## src/rtl/jt51_prog_seq.sv

```systemverilog
// jt51_prog_seq: replays a register-write/wait command list from program memory into the
// jt51 bus, then flags a run of SIL_N zero left samples as silence.
`timescale 1ns/1ps
module jt51_prog_seq #(
    parameter int AW    = 10,
    parameter int SIL_N = 2048
) (
    input  logic          clk,
    input  logic          rst,
    input  logic          start,
    output logic [AW-1:0] prog_addr,
    input  logic [17:0]   prog_data,
    output logic          cs_n,
    output logic          wr_n,
    output logic          a0,
    output logic [7:0]    din,
    input  logic [7:0]    dout,
    input  logic          sample,
    input  logic [15:0]   left,
    output logic          running,
    output logic          prog_done,
    output logic          silent
);
    localparam int SW = $clog2(SIL_N + 1);
    typedef enum logic [3:0] {IDLE, FETCH, DECODE, POLL, CHK, WA, GA, WD, GD, WAIT, DONE} state_t;
    state_t st, st_nx;
    logic [7:0] rg, dt;
    logic [15:0] wcnt;
    logic [SW-1:0] sil_cnt;
    logic go, last, unused_ok;
    assign go = start && (st == IDLE || st == DONE);
    assign last = &prog_addr;
    assign unused_ok = ^dout[6:0];
    // The last address ends the run rather than wrapping back to 0
    always_comb begin
        st_nx = st;
        case (st)
            IDLE, DONE: st_nx = start ? FETCH : st;
            FETCH:      st_nx = DECODE;
            DECODE:     st_nx = prog_data[17] ? DONE : !prog_data[16] ? POLL :
                                |prog_data[15:0] ? WAIT : last ? DONE : FETCH;
            POLL:       st_nx = CHK;
            CHK:        st_nx = dout[7] ? POLL : WA;
            WA:         st_nx = GA;
            GA:         st_nx = WD;
            WD:         st_nx = GD;
            GD:         st_nx = last ? DONE : FETCH;
            WAIT:       st_nx = wcnt == 16'd1 ? (last ? DONE : FETCH) : WAIT;
            default:    st_nx = IDLE;
        endcase
    end
    always_ff @(posedge clk) begin
        if (rst) begin
            st        <= IDLE;
            prog_addr <= '0;
            rg        <= '0;
            dt        <= '0;
            wcnt      <= '0;
            cs_n      <= 1'b1;
            wr_n      <= 1'b1;
            a0        <= 1'b0;
            din       <= '0;
            running   <= 1'b0;
            prog_done <= 1'b0;
        end else begin
            st        <= st_nx;
            prog_addr <= go ? '0 : (st_nx == FETCH && st != IDLE && st != DONE) ? prog_addr + 1'b1 : prog_addr;
            rg        <= st == DECODE ? prog_data[15:8] : rg;
            dt        <= st == DECODE ? prog_data[7:0] : dt;
            wcnt      <= st == DECODE ? prog_data[15:0] : st == WAIT ? wcnt - 1'b1 : wcnt;
            // Bus pins follow the state being entered so they are registered yet aligned with it
            cs_n      <= !(st_nx == POLL || st_nx == WA || st_nx == WD);
            wr_n      <= !(st_nx == WA || st_nx == WD);
            a0        <= st_nx == POLL || st_nx == WD;
            din       <= st_nx == WA ? rg : st_nx == WD ? dt : din;
            running   <= !(st_nx == IDLE || st_nx == DONE);
            prog_done <= st_nx == DONE;
        end
    end
    always_ff @(posedge clk) begin
        if (rst || go) begin
            sil_cnt <= '0;
            silent  <= 1'b0;
        end else if (prog_done) begin
            sil_cnt <= !sample ? sil_cnt : |left ? '0 : sil_cnt == SW'(SIL_N) ? sil_cnt : sil_cnt + 1'b1;
            silent  <= silent | (sil_cnt == SW'(SIL_N));
        end
    end
endmodule

```

## config.mk

```make
export PLATFORM = sky130hd
export DESIGN_NAME = jt51_prog_seq
export DESIGN_NICKNAME = d
export VERILOG_FILES = /design/src/rtl/jt51_prog_seq.sv
export SDC_FILE = /design/constraint.sdc
export NUM_CORES = 1
export LEC_CHECK = 0
export ABC_CLOCK_PERIOD_IN_PS = 5600
export CORE_MARGIN = 1
export CORE_UTILIZATION = 40
export DETAILED_ROUTE_END_ITERATION = 8
export HOLD_SLACK_MARGIN = 0.15
export PLACE_DENSITY = 0.68
export SYNTH_ARGS = -nofsm -noshare
export SYNTH_HDL_FRONTEND = slang
export SYNTH_SLANG_ARGS = --single-unit
```

## constraint.sdc

```tcl
create_clock -name clk -period 5.6 [get_ports clk]
set_input_delay 0.84 -clock clk [delete_from_list [all_inputs] [get_ports clk]]
set_output_delay 0.84 -clock clk [all_outputs]
set_load 0.02 [all_outputs]
```

== Word-level counts from Yosys, hierarchy flattened ==
Cells that the tools add are included.

* $add $sub $neg: 3
* Eq/ne operators: 19
* Muxes and demuxes: 14
* Bitwise gates (word level): 1
* Reductions and logical operators: 24

{| class="wikitable"
|+ Operators by type and width
! operator !! count
|-
| 4-bit case mux with 10 select lines || 1
|-
| 16-bit 2-to-1 mux || 2
|-
| 16-bit OR reduction || 2
|-
| 4-bit by 3-bit equality test with 1-bit output (second input constant) || 6
|-
| 12-bit 2-to-1 mux || 2
|-
| 4-bit 2-to-1 mux || 6
|-
| 16-bit by 1-bit equality test with 1-bit output (second input constant) || 1
|-
| 4-bit equality test (second input constant) || 4
|-
| 8-bit 2-to-1 mux || 2
|-
| 16-bit by 1-bit subtractor with 16-bit output (second input constant) || 1
|-
| 12-bit by 1-bit adder with 12-bit output (second input constant) || 1
|-
| 12-bit equality test (second input constant) || 1
|-
| 4-bit by 2-bit equality test with 1-bit output (second input constant) || 3
|-
| 10-bit by 1-bit adder with 10-bit output (second input constant) || 1
|-
| 10-bit AND reduction || 1
|-
| 4-bit by 1-bit equality test with 1-bit output (second input constant) || 2
|-
| 4-bit zero test || 2
|-
| 1-bit logical OR || 7
|-
| 4-bit inequality test (second input constant) || 1
|-
| 2-bit nonzero test || 2
|-
| 4-bit nonzero test || 1
|-
| 2-bit OR reduction || 2
|-
| 1-bit logical AND || 3
|-
| 1-bit zero test || 3
|-
| 4 further kinds || 4
|}

* Bits in registers: 72
* Input bits: 46
* Output and inout port bits: 24
* Logic and storage cells: 74

== Depth between registers and ports, before layout ==
Gate-level depths: netlist of the first run.

* Depth in word-level cells: 10
* Depth in mapped cells: 11
* Gate-level depth less buffers: 9

== Least setup slack after synthesis of the first run ==
OpenSTA, ideal clock, no wires.

* Path type: input to register
* Start: input port prog_data[3]
* End: register prog_addr[8]
* Library setup time: 0.070 ns
* Arrival: 2.745 ns
* Required time: 5.530 ns
* Path slack: 2.785 ns
* Stages: 8
* Buffers on the path: 1
* Path through: nor4_1 -> and4_1 -> nor3b_2 -> o211a_4 -> or4b_1 -> buf_2 -> or4_1 -> a21oi_1

* Cells in the longest elaborated chain, start to end: 8

{| class="wikitable"
|+ Ends and longest elaborated chain
! element !! line !! text
|-
| from (decl) || 12 || <nowiki>input logic [17:0] prog_data,</nowiki>
|-
| 16-bit OR reduction || 41 || <nowiki>|prog_data[15:0] ? WAIT : last ? DONE : FETCH;</nowiki>
|-
| 4-bit 2-to-1 mux || 41 ||
|-
| 4-bit 2-to-1 mux (2 in a row) || 40 || <nowiki>DECODE: st_nx = prog_data[17] ? DONE : !prog_data[16] ? POLL :</nowiki>
|-
| 4-bit case mux with 10 select lines || 37 || <nowiki>case (st)</nowiki>
|-
| 4-bit by 1-bit equality test with 1-bit output || 67 || <nowiki>prog_addr <= go ? '0 : (st_nx == FETCH && st != IDLE && st != DONE) ? prog_addr + 1'b1 : prog_addr;</nowiki>
|-
| 1-bit logical AND (2 in a row) || 67 ||
|-
| to (signal assigned) || 67 ||
|-
| to (decl) || 11 || <nowiki>output logic [AW-1:0] prog_addr,</nowiki>
|}

No other way between the ends.
A chain may end at the register's enable or synchronous reset.

== Final worst setup path of the first run ==
* Start: input port prog_data[12]
* End: register prog_addr[8]

Same word-level chain as after synthesis.

==> summary.md, run 1 <==
| Metric | Value |
|---|---|
| Syn Area/Cell | `about 8.1 um2` |
| CTS tree | `yes` |
| ANT cells | `0` |
| Final Max Tran Viols | `0` |
| Cell Int Power | `0.000885 W` |
| Final WL | `8.04 mm` |
| Core Region | `8220 um2` |
| Input/output buffers | `62` |
| # nets final | `525` |
| Die width | `94.1 um` |
| Hold Buf Count CTS | `0` |
| Layout cell share with drive strength beyond 1 | `0.0626` |
| Fillcell total | `773` |
| Die Ht | `between 90 and 100 um` |
| Drt wl/cell | `13.8 um` |
| Hold Path Class | `flip-flop to flip-flop` |
| Actual slew at the worst max-slew pin | `1.28 ns` |
| Sink Count | `about 70` |
| NetSw | `0.000333 W` |
| Hold Path Origin | `dt[3]` |
| Count of cell types in the netlist | `54` |
| Register area share after synthesis | `0.425` |
| Post-Route Setup TNS | `0 ns` |
| Syn. warnings | `0` |
| Worst rel slew slack | `0.136` |
| DR vias/cell | `5.52` |
| Placed cell count | `568` |
| Crit path from | `prog_data[12]` |
| CTS H-tree depth | `3` |
| Initial antenna violation count | `0` |
| Synthesized Nets | `469` |
| Worst Skew | `0.0104 ns` |
| Crit share post-route | `0.638` |
| Sw frac | `0.273` |
| Number of max-cap violations | `0` |
| FF/Latch Area | `1440 um2` |
| Top FF cell, synth | `dfxtp_1` |
| Worst vdd ir | `0.162 mV` |
| Clk root buf | `clkbuf_8` |
| Top cell type by total area after synthesis | `dfxtp_1` |
| Reg clk slew, reported paths | `0.08 ns` |
| First-pass GRT wire length | `13.4 mm` |
| Drt pass-1 iters | `4` |
| Clock share of power | `0.379` |
| DR iter-0 viols | `169` |
| Die area | `roughly 8800 um2` |
| Clock Latency Late Sink | `0.35 ns` |
| R2R Path Start | `st[3]` |
| Fmax | `about 280 MHz` |
| GR Util All Layers | `0.193` |
| Worst Setup End Kind | `flip-flop` |
| Kind of critical path | `primary input to flip-flop` |
| Maximum clock path buffer count | `2` |
| Fin crit period | `roughly 3.6 ns` |
| Setup Viol. Count Final | `0` |
| Initial core utilization | `0.413` |
| Area growth syn-to-layout | `27.0%` |
| Hpwl dp | `5.99 mm` |
| Synth top area share | `0.425` |
| Synth Cell Area | `3390 um2` |
| DRT antenna net count | `0` |
| CP Max Fanout | `19` |
| DR vias | `3222` |
| Largest net degree at the start of global routing | `41` |
| Largest cells by area after synthesis | `dfxtp_1 43%, nand2_1 6.9%, a21oi_1 5.9%` |
| Reg power frac | `0.463` |
| GPL Wtd Cong | `0.832` |
| Power per Cell Area | `283 nW/um2` |
| Vias in the first global route | `2887` |
| Area of the multi-input gates | `1830 um2` |
| Worst Path Required | `5.88 ns` |
| Total power | `0.00122 W` |
| Final core occ | `0.524` |
| Status | `finished clean` |
| Num CTS Buffers | `9` |
| Cell count after synthesis | `418` |
| I/O Pins | `70` |
| Post-CTS setup buffers | `0` |
| Cell Count, Final, Fillers Out | `584` |
| DRC | `0` |
| Combinational share of power | `0.158` |
| CTS resizes | `0` |
| Hold violation total from the final report | `0` |
| Leak | `1.45 nW` |
| Crit path DAT | `3.85 ns` |
| RSZ-0062 raised after global routing | `false` |
| Post-synth EDFFs | `0` |
| CP startpoint kind | `primary input` |
| Seq cells post-synth | `just over 70` |
| Grt total ovfl | `0` |
| Core Rows | `33` |
| Async S/R FF share, synth | `0` |
## stage by stage
stage / hold slack [ns] / instance area, um2 / setup WS, ns
finish: 0.455 / 4310 / 2.03
CTS: 0.459 / 4310 / 2.02
floorplan: 0.436 / 3390 / 2.79
detailed placement: 0.446 / 4080 / 1.66
global route: 0.470 / 4310 / 1.87
global placement: 0.441 / 4080 / 1.72
## per-layer routing
| layer | track usage | share of wire |
|---|---|---|
| met5 | 0 | 0 |
| met4 | 0.0500 | 0.0086 |
| met3 | 0.0574 | 0.050 |
| met2 | 0.316 | 0.47 |
| met1 | 0.246 | 0.47 |
## area by class of cell
type,count,area share
multi-input cells,318,0.426
clock buffers,10,0.0319
repair buffers,65,0.149
clock inverters,6,0.0209
inverters,8,0.00697
well taps,105,0.0305
flip-flops and latches,72,0.335
## cells in the mapped netlist, types with 6 or more instances
cell type	instances
clkbuf_1	12
nand3_1	11
and4_1	6
a31oi_1	9
nand2_1	62
o22ai_1	8
nor3_1	7
or4_1	7
inv_1	8
nor4_1	12
dfxtp_1	72
nor2_1	37
xor2_1	10
o21ai_0	28
or3_1	8
a21oi_1	40
## registers in the layout (all words and copies together), names as in the netlist
signal / count
din: 8
prog_addr: 10
wr_n: 1
silent: 1
sil_cnt: 12
wcnt: 16
prog_done: 1
a0: 1
rg: 8
cs_n: 1
running: 1
st: 4
dt: 8
## layout by cell type (no fill, tap or decap), drive strengths merged, types with 4 or more instances in the layout
cell,instances
xnor2,4
inv,9
o311ai,4
o22ai,8
nand2,63
ha,5
xor2,10
dfxtp,72
or4,7
and4,6
nor4,13
nand4,4
nor3,7
and3,5
nor4b,4
and2,5
o31ai,5
nor2b,4
o21ai,29
a31oi,9
nand3,11
clkbuf,10
nor2,38
clkdlybuf4s50,62
or3,8
a21oi,40
## power groups by stage
stage / registers, W / logic [W] / clock network (W)
after floorplan: 0.000568 / 0.000129 / 0
after global placement: 0.000574 / 0.000189 / 0
after detailed placement: 0.000575 / 0.000192 / 0
after CTS: 0.000563 / 0.000193 / 0.000474
after global routing: 0.000568 / 0.000213 / 0.000501
final: 0.000563 / 0.000193 / 0.000462
## critical path, stage by stage
cell	delay [ns]
clkdlybuf4s50_1	0.43
nor4_1	0.41
and4_1	0.36
nor3b_2	0.24
o211a_4	0.21
or4b_1	0.72
or4_1	0.50
a21oi_1	0.14
## cell families (layout without fill, tap and decap cells)
family / Yosys count / in the layout / share of synthesized area
AOI/OAI and AO/OA: 114 / 114 / 0.204
and+or+nand+nor: 184 / 184 / 0.279
DFF: 72 / 72 / 0.425
muxes: 1 / 1 / 0.00332
buffers and inverters: 28 / 89 / 0.0339
xor gates and xnor gates: 14 / 14 / 0.0362
adders and majority gates: 5 / 5 / 0.0185
## final timing paths
| kind | slack, ns | end | cells past startpoint |
|---|---|---|---|
| setup reg to reg | 2.38 | prog_addr[8] | 7 |
| hold / removal | 0.45 | dt[3] | 2 |
| hold reg to reg | 0.45 | dt[3] | 2 |
| setup / recovery | 2.03 | prog_addr[8] | 8 |
Note: power is estimated with default switching activity, not from simulation.
==> inputs of run 2 (changes only) <==
--- a/config.mk
+++ b/config.mk
@@ -5,12 +5,12 @@
 export SDC_FILE = /design/constraint.sdc
 export NUM_CORES = 1
 export LEC_CHECK = 0
-export ABC_CLOCK_PERIOD_IN_PS = 5600
+export ABC_CLOCK_PERIOD_IN_PS = 2900
 export CORE_MARGIN = 1
 export CORE_UTILIZATION = 40
 export DETAILED_ROUTE_END_ITERATION = 8
 export HOLD_SLACK_MARGIN = 0.15
-export PLACE_DENSITY = 0.68
+export PLACE_DENSITY = 0.7
 export SYNTH_ARGS = -nofsm -noshare
 export SYNTH_HDL_FRONTEND = slang
 export SYNTH_SLANG_ARGS = --single-unit
==> constraint.sdc (replaced) <==
create_clock -name clk -period 2.9 [get_ports clk]
set_input_delay 0.435 -clock clk [delete_from_list [all_inputs] [get_ports clk]]
set_output_delay 0.435 -clock clk [all_outputs]
set_load 0.02 [all_outputs]
==> summary.md, run 2 (synthesis gave the netlist of run 1 again) <==
| Metric | Value |
|---|---|
| Vias in the first global route | `2971 (was 2887)` |
| Max reg flops | `16 (unchanged)` |
| Fin crit period | `between 2 and 3 ns` |
| Status | `finished clean (unchanged)` |
| ANT cells | `0 (unchanged)` |
| CP Max Fanout | `17 (was 19)` |
| Final instance area | `4420 um2 (was 4310 um2)` |
| Reg2reg setup slack | `0.27 ns (was 2.38 ns)` |
| Die area | `8850 um2 (unchanged)` |
| Leak | `1.53 nW (was 1.45 nW)` |
| DR vias | `3261 (was 3222)` |
| Post-CTS setup buffers | `0 (unchanged)` |
| Num CTS Buffers | `9 (unchanged)` |
| Clock Latency Late Sink | `0.35 ns (about the same)` |
| GPL Wtd Cong | `0.832 (about the same)` |
| Hold violation total from the final report | `0 (unchanged)` |
| CTS H-tree depth | `3 (unchanged)` |
| DR vias/cell | `5.40 (was 5.52)` |
| Placed cell areas | `4240 um2 (was 4080 um2)` |
| R2R Path Start | `wcnt[1] (was st[3])` |
| Largest net degree at the start of global routing | `39 (was 41)` |
| Placed cell count | `589 (was 568)` |
| Hold Buf Count CTS | `0 (unchanged)` |
| Die Ht | `94.1 um (unchanged)` |
| Final WL | `8.23 mm (was 8.04 mm)` |
| Core Rows | `33 (unchanged)` |
| Most frequent cells in the layout | `72 x dfxtp_1, 62 x nand2_1, 62 x clkdlybuf4s50_1 (unchanged)` |
| DRC | `0 (unchanged)` |
| Area growth syn-to-layout | `30.4% (was 27.0%)` |
| Hold Path Origin | `dt[3] (unchanged)` |
| Hold Path Class | `flip-flop to flip-flop (unchanged)` |
| RSZ-0062 raised after global routing | `false (unchanged)` |
| Largest registers | `wcnt (16), sil_cnt (12), prog_addr (10) (unchanged)` |
| # nets final | `546 (was 525)` |
| GR Util All Layers | `0.200 (was 0.193)` |
| Post-Route Setup TNS | `0 ns (unchanged)` |
| Worst rel slew slack | `0.204 (was 0.136)` |
| Worst Path Required | `3.17 ns (was 5.88 ns)` |
| Worst Setup End Kind | `flip-flop (unchanged)` |
| Worst vdd ir | `0.289 mV (was 0.162 mV)` |
| Sink Count | `72 (unchanged)` |
| Commonest non-fill, non-tap cell in the layout | `dfxtp_1 (unchanged)` |
| DR iter-0 viols | `175 (was 169)` |
| Initial antenna violation count | `0 (unchanged)` |
| Power per Cell Area | `497 nW/um2 (was 283 nW/um2)` |
| Layout cell share with drive strength beyond 1 | `0.106 (was 0.0626)` |
| Initial core utilization | `0.413 (unchanged)` |
| DRT antenna net count | `0 (unchanged)` |
| Worst r2r dst | `prog_addr[6] (was prog_addr[8])` |
| Crit share post-route | `0.948` |
| Kind of critical path | `primary input to flip-flop (unchanged)` |
| I/O Pins | `70 (unchanged)` |
| Top reg by flops | `wcnt (unchanged)` |
| Reg clk slew, reported paths | `0.07 ns (was 0.08 ns)` |
| R2R depth | `10 (was 7)` |
| Clk root buf | `clkbuf_8 (unchanged)` |
| Total power | `0.00220 W (was 0.00122 W)` |
| Crit path DAT | `3.02 ns (was 3.85 ns)` |
| Number of max-cap violations | `0 (unchanged)` |
| First-pass GRT wire length | `13.9 mm (was 13.4 mm)` |
| Fmax | `364 MHz` |
| WHS | `0.459 ns (was 0.455 ns)` |
| Worst Skew | `0.0138 ns (was 0.0104 ns)` |
| Hold Path End | `dt[3] (unchanged)` |
| Input/output buffers | `62 (unchanged)` |
| Final Max Tran Viols | `0 (unchanged)` |
| Grt total ovfl | `0 (unchanged)` |
| Hpwl dp | `6.07 mm (was 5.99 mm)` |
| Actual slew at the worst max-slew pin | `1.18 ns (was 1.28 ns)` |
| Depth of the worst hold-timing path | `2 (unchanged)` |
| Maximum clock path buffer count | `2 (unchanged)` |
| CP startpoint kind | `primary input (unchanged)` |
| Core Region | `8220 um2 (unchanged)` |
| Die width | `94.1 um (unchanged)` |
| Cell Count, Final, Fillers Out | `604 (was 584)` |
| Drt wl/cell | `13.6 um (was 13.8 um)` |
| Setup Viol. Count Final | `0 (unchanged)` |
| CTS tree | `yes (unchanged)` |
| Drt pass-1 iters | `4 (unchanged)` |
run 2: changes by cell type in the layout (fill, tap and decap cells not counted), sizes merged:
| cell | delta |
|---|---|
| buf | +21 |
| clkinv | +2 |
| clkinvlp | -1 |
| bufinv | -2 |
run 2: stage by stage:
| step | worst slack (ns) | utilization |
|---|---|---|
| CTS | 0.138 | 0.536 |
| floorplan | 0.426 | - |
| global route | 0.0174 | 0.538 |
| global placement | -0.184 | 0.516 |
| finish | 0.151 | 0.538 |
| detailed placement | -0.201 | 0.516 |
run 2: layout make-up:
| type | instances | area, um2 |
|---|---|---|
| fill | 773 | 3790 |
| tap | 105 | 131 |
| clock inverter | 5 | 32.5 |
| multi-input combinational | 318 | 1850 |
| timing repair buffer | 86 | 801 |
| sequential | 72 | 1440 |
| inverter | 8 | 30.0 |
| clock buffer | 10 | 138 |
run 2: critical path, stage by stage:
cell             delay, ns
clkdlybuf4s50_1       0.42
nor4_1                0.28
and4_2                0.31
nor3b_2               0.20
o211a_4               0.18
or4b_1                0.44
buf_4                 0.20
or4_1                 0.40
a21oi_1               0.15
run 2: report_power, final:
group          switching (W)  total [W]  internal [W]
clock               0.000373   0.000702      0.000329
sequential         0.0000510    0.00109       0.00104
combinational       0.000217   0.000408      0.000192
run 2: worst max path at each step:
stage / from / end / slack [ns] / depth (start not counted)
6_report: prog_data[0] / prog_addr[6] / 0.15 / 9
5_1_grt: prog_data[3] / prog_addr[6] / 0.02 / 9
4_1_cts: prog_data[9] / prog_addr[6] / 0.14 / 9
3_5_place_dp: prog_data[9] / prog_addr[6] / -0.20 / 9
3_3_place_gp: prog_data[0] / prog_addr[6] / -0.18 / 9
2_1_floorplan: prog_addr[0] / prog_addr[0] / 0.43 / 10
run 2: what timing repair did:
item,CTS,global route
gates resized for setup,0,3
setup endpoints to repair,0,2
endpoints found under the hold margin,0,0
run 2: routing by layer:
metal	global-route usage	vias to the layer above	wire [um]
li1	-	1672	-
met1	0.267	1509	3890
met2	0.321	70	3900
met3	0.0388	10	330
met4	0.0641	0	114
met5	0	-	0
==> inputs of run 3 (changes only) <==
--- a/config.mk
+++ b/config.mk
@@ -6,11 +6,15 @@
 export NUM_CORES = 1
 export LEC_CHECK = 0
 export ABC_CLOCK_PERIOD_IN_PS = 2900
+export CELL_PAD_IN_SITES_DETAIL_PLACEMENT = 1
+export CELL_PAD_IN_SITES_GLOBAL_PLACEMENT = 1
 export CORE_MARGIN = 1
-export CORE_UTILIZATION = 40
+export CORE_UTILIZATION = 34
 export DETAILED_ROUTE_END_ITERATION = 8
 export HOLD_SLACK_MARGIN = 0.15
-export PLACE_DENSITY = 0.7
+export PLACE_DENSITY = 0.79
+export REMOVE_ABC_BUFFERS = 1
 export SYNTH_ARGS = -nofsm -noshare
 export SYNTH_HDL_FRONTEND = slang
 export SYNTH_SLANG_ARGS = --single-unit
+export TNS_END_PERCENT = 30
==> summary.md, run 3 (synthesis gave the netlist of run 1 again) <==
| Metric | Value |
|---|---|
| Crit share post-route | `0.973 (was 0.948)` |
| Worst Path Required | `3.19 ns (was 3.17 ns)` |
| I/O Pins | `70 (unchanged)` |
| CP Max Fanout | `15 (was 17)` |
| Hold violation total from the final report | `0 (unchanged)` |
| Clock Latency Late Sink | `0.36 ns (was 0.35 ns)` |
| Worst vdd ir | `0.213 mV (was 0.289 mV)` |
| Slowest cell on crit path | `or4b_4 (was or4b_1)` |
| Final WL | `10.2 mm (was 8.23 mm)` |
| Largest net degree at the start of global routing | `27 (was 39)` |
| CP startpoint kind | `primary input (unchanged)` |
| Power per Cell Area | `533 nW/um2 (was 497 nW/um2)` |
| Most frequent cells in the layout | `72 x dfxtp_1, 62 x nand2_1, 62 x clkdlybuf4s50_1 (unchanged)` |
| Setup Viol. Count Final | `0 (unchanged)` |
| CTS tree | `yes (unchanged)` |
| GR Util All Layers | `0.203 (was 0.200)` |
| DRC | `0 (unchanged)` |
| Worst path bufs/invs | `3 (was 2)` |
| Leak | `1.59 nW (was 1.53 nW)` |
| Cell Count, Final, Fillers Out | `640 (was 604)` |
| Fmax | `354 MHz (was 364 MHz)` |
| Hpwl dp | `7.49 mm (was 6.07 mm)` |
| Worst Skew | `0.0106 ns (was 0.0138 ns)` |
| Hold Buf Count CTS | `0 (unchanged)` |
| DRT antenna net count | `0 (unchanged)` |
| Vias in the first global route | `3496 (was 2971)` |
| Max reg flops | `16 (unchanged)` |
| Grt total ovfl | `0 (unchanged)` |
| Initial antenna violation count | `0 (unchanged)` |
| Num CTS Buffers | `9 (unchanged)` |
| DR vias | `3425 (was 3261)` |
| Actual slew at the worst max-slew pin | `0.850 ns (was 1.18 ns)` |
| Worst Setup End Kind | `flip-flop (unchanged)` |
| Hold Path Class | `flip-flop to flip-flop (unchanged)` |
| Drt wl/cell | `16.0 um (was 13.6 um)` |
| Largest registers | `wcnt (16), sil_cnt (12), prog_addr (10) (unchanged)` |
| CTS H-tree depth | `3 (unchanged)` |
| Sink Count | `72 (unchanged)` |
| Maximum clock path buffer count | `2 (unchanged)` |
| Kind of critical path | `primary input to flip-flop (unchanged)` |
| Fin crit period | `2.82 ns (was 2.75 ns)` |
| Final instance area | `4610 um2 (was 4420 um2)` |
| Top Family by Delay on Critical Path | `simple AND/OR/NAND/NOR gates (unchanged)` |
| Crit-path cells | `clkdlybuf4s50_1, nor4_2, buf_4, and4_4, nor3b_4, o211a_4, or4b_4, buf_6, or4_1, a21oi_1 (was clkdlybuf4s50_1, nor4_1, and4_2, nor3b_2, o211a_4, or4b_1, buf_4, or4_1, a21oi_1)` |
| Final Max Tran Viols | `0 (unchanged)` |
| Clk root buf | `clkbuf_8 (unchanged)` |
| Area growth syn-to-layout | `36.1% (was 30.4%)` |
| DR iter-0 viols | `69 (was 175)` |
| Layout cell share with drive strength beyond 1 | `0.128 (was 0.106)` |
| Placed cell areas | `4310 um2 (was 4240 um2)` |
| Top reg by flops | `wcnt (unchanged)` |
| Input/output buffers | `62 (unchanged)` |
| Number of max-cap violations | `0 (unchanged)` |
| Commonest non-fill, non-tap cell in the layout | `dfxtp_1 (unchanged)` |
| GPL Wtd Cong | `0.849 (was 0.832)` |
| Crit path DAT | `3.11 ns (was 3.02 ns)` |
| Initial core utilization | `0.349 (was 0.413)` |
| Core Region | `9730 um2 (was 8220 um2)` |
| Status | `finished clean (unchanged)` |
| ANT cells | `0 (unchanged)` |
| CP max stage delay | `0.45 ns (was 0.44 ns)` |
| Drt pass-1 iters | `4 (unchanged)` |
| Worst rel slew slack | `0.429 (was 0.204)` |
| Post-Route Setup TNS | `0 ns (unchanged)` |
| Die Ht | `102 um (was 94.1 um)` |
| Placed cell count | `622 (was 589)` |
| # nets final | `553 (was 546)` |
| RSZ-0062 raised after global routing | `true (was false)` |
| DR vias/cell | `5.35 (was 5.40)` |
| Die width | `102 um (was 94.1 um)` |
| First-pass GRT wire length | `16.2 mm (was 13.9 mm)` |
| Reg clk slew, reported paths | `0.08 ns (was 0.07 ns)` |
| Die area | `10400 um2 (was 8850 um2)` |
| Core Rows | `36 (was 33)` |
run 3: path summary, 6_finish.rpt:
kind / startpoint / to / slack (ns) / depth (start not counted)
min: dt[5] / dt[5] / 0.46 / 2
max: prog_data[9] / prog_addr[8] / 0.08 / 10
min reg2reg: dt[5] / dt[5] / 0.46 / 2
max reg2reg: prog_addr[0] / prog_addr[8] / 0.25 / 9
run 3: what timing repair did:
action,4_1_cts,5_1_grt
endpoints found under the setup margin,0,7
buffers inserted,0,2
resized for setup,0,9
run 3: final cells by class:
| cell class | count | area [um2] |
|---|---|---|
| well taps | 133 | 166 |
| flip-flops and latches | 72 | 1440 |
| repair buffers | 93 | 870 |
| clock buffers | 10 | 138 |
| inverters | 8 | 30.0 |
| clock inverters | 6 | 91.3 |
| multi-input cells | 318 | 1880 |
| fillers | 1211 | 5120 |
run 3: power breakdown:
group	internal [W]	leakage [nW]	switching, W	total, W
logic	0.000209	0.899	0.000241	0.000451
registers	0.00104	0.583	0.0000537	0.00109
clock network	0.000511	0.105	0.000410	0.000920
total	0.00176	1.59	0.000705	0.00246
run 3: worst reg2reg max path: stages, from the launching register on:
cell,delay [ns]
dfxtp_1,0.37
ha_1,0.25
nand4_1,0.15
nor3_2,0.11
a32oi_1,0.31
o211a_4,0.21
or4b_4,0.45
buf_6,0.17
or4_1,0.41
a21oi_1,0.15
run 3: per-stage QoR:
stage | power [W] | hold WS [ns] | worst slack, ns | util
floorplan | 0.00132 | 0.430 | 0.192 | -
global placement | 0.00152 | 0.443 | -0.282 | 0.443
detailed placement | 0.00154 | 0.450 | -0.309 | 0.443
CTS | 0.00246 | 0.462 | 0.0453 | 0.467
global route | 0.00258 | 0.483 | -0.0124 | 0.474
finish | 0.00246 | 0.459 | 0.0783 | 0.474
run 3: routing by layer:
metal / GRT usage / share of wire
met1: 0.226 / 0.43
met2: 0.367 / 0.50
met3: 0.0520 / 0.040
met4: 0.0890 / 0.027
met5: 0 / 0
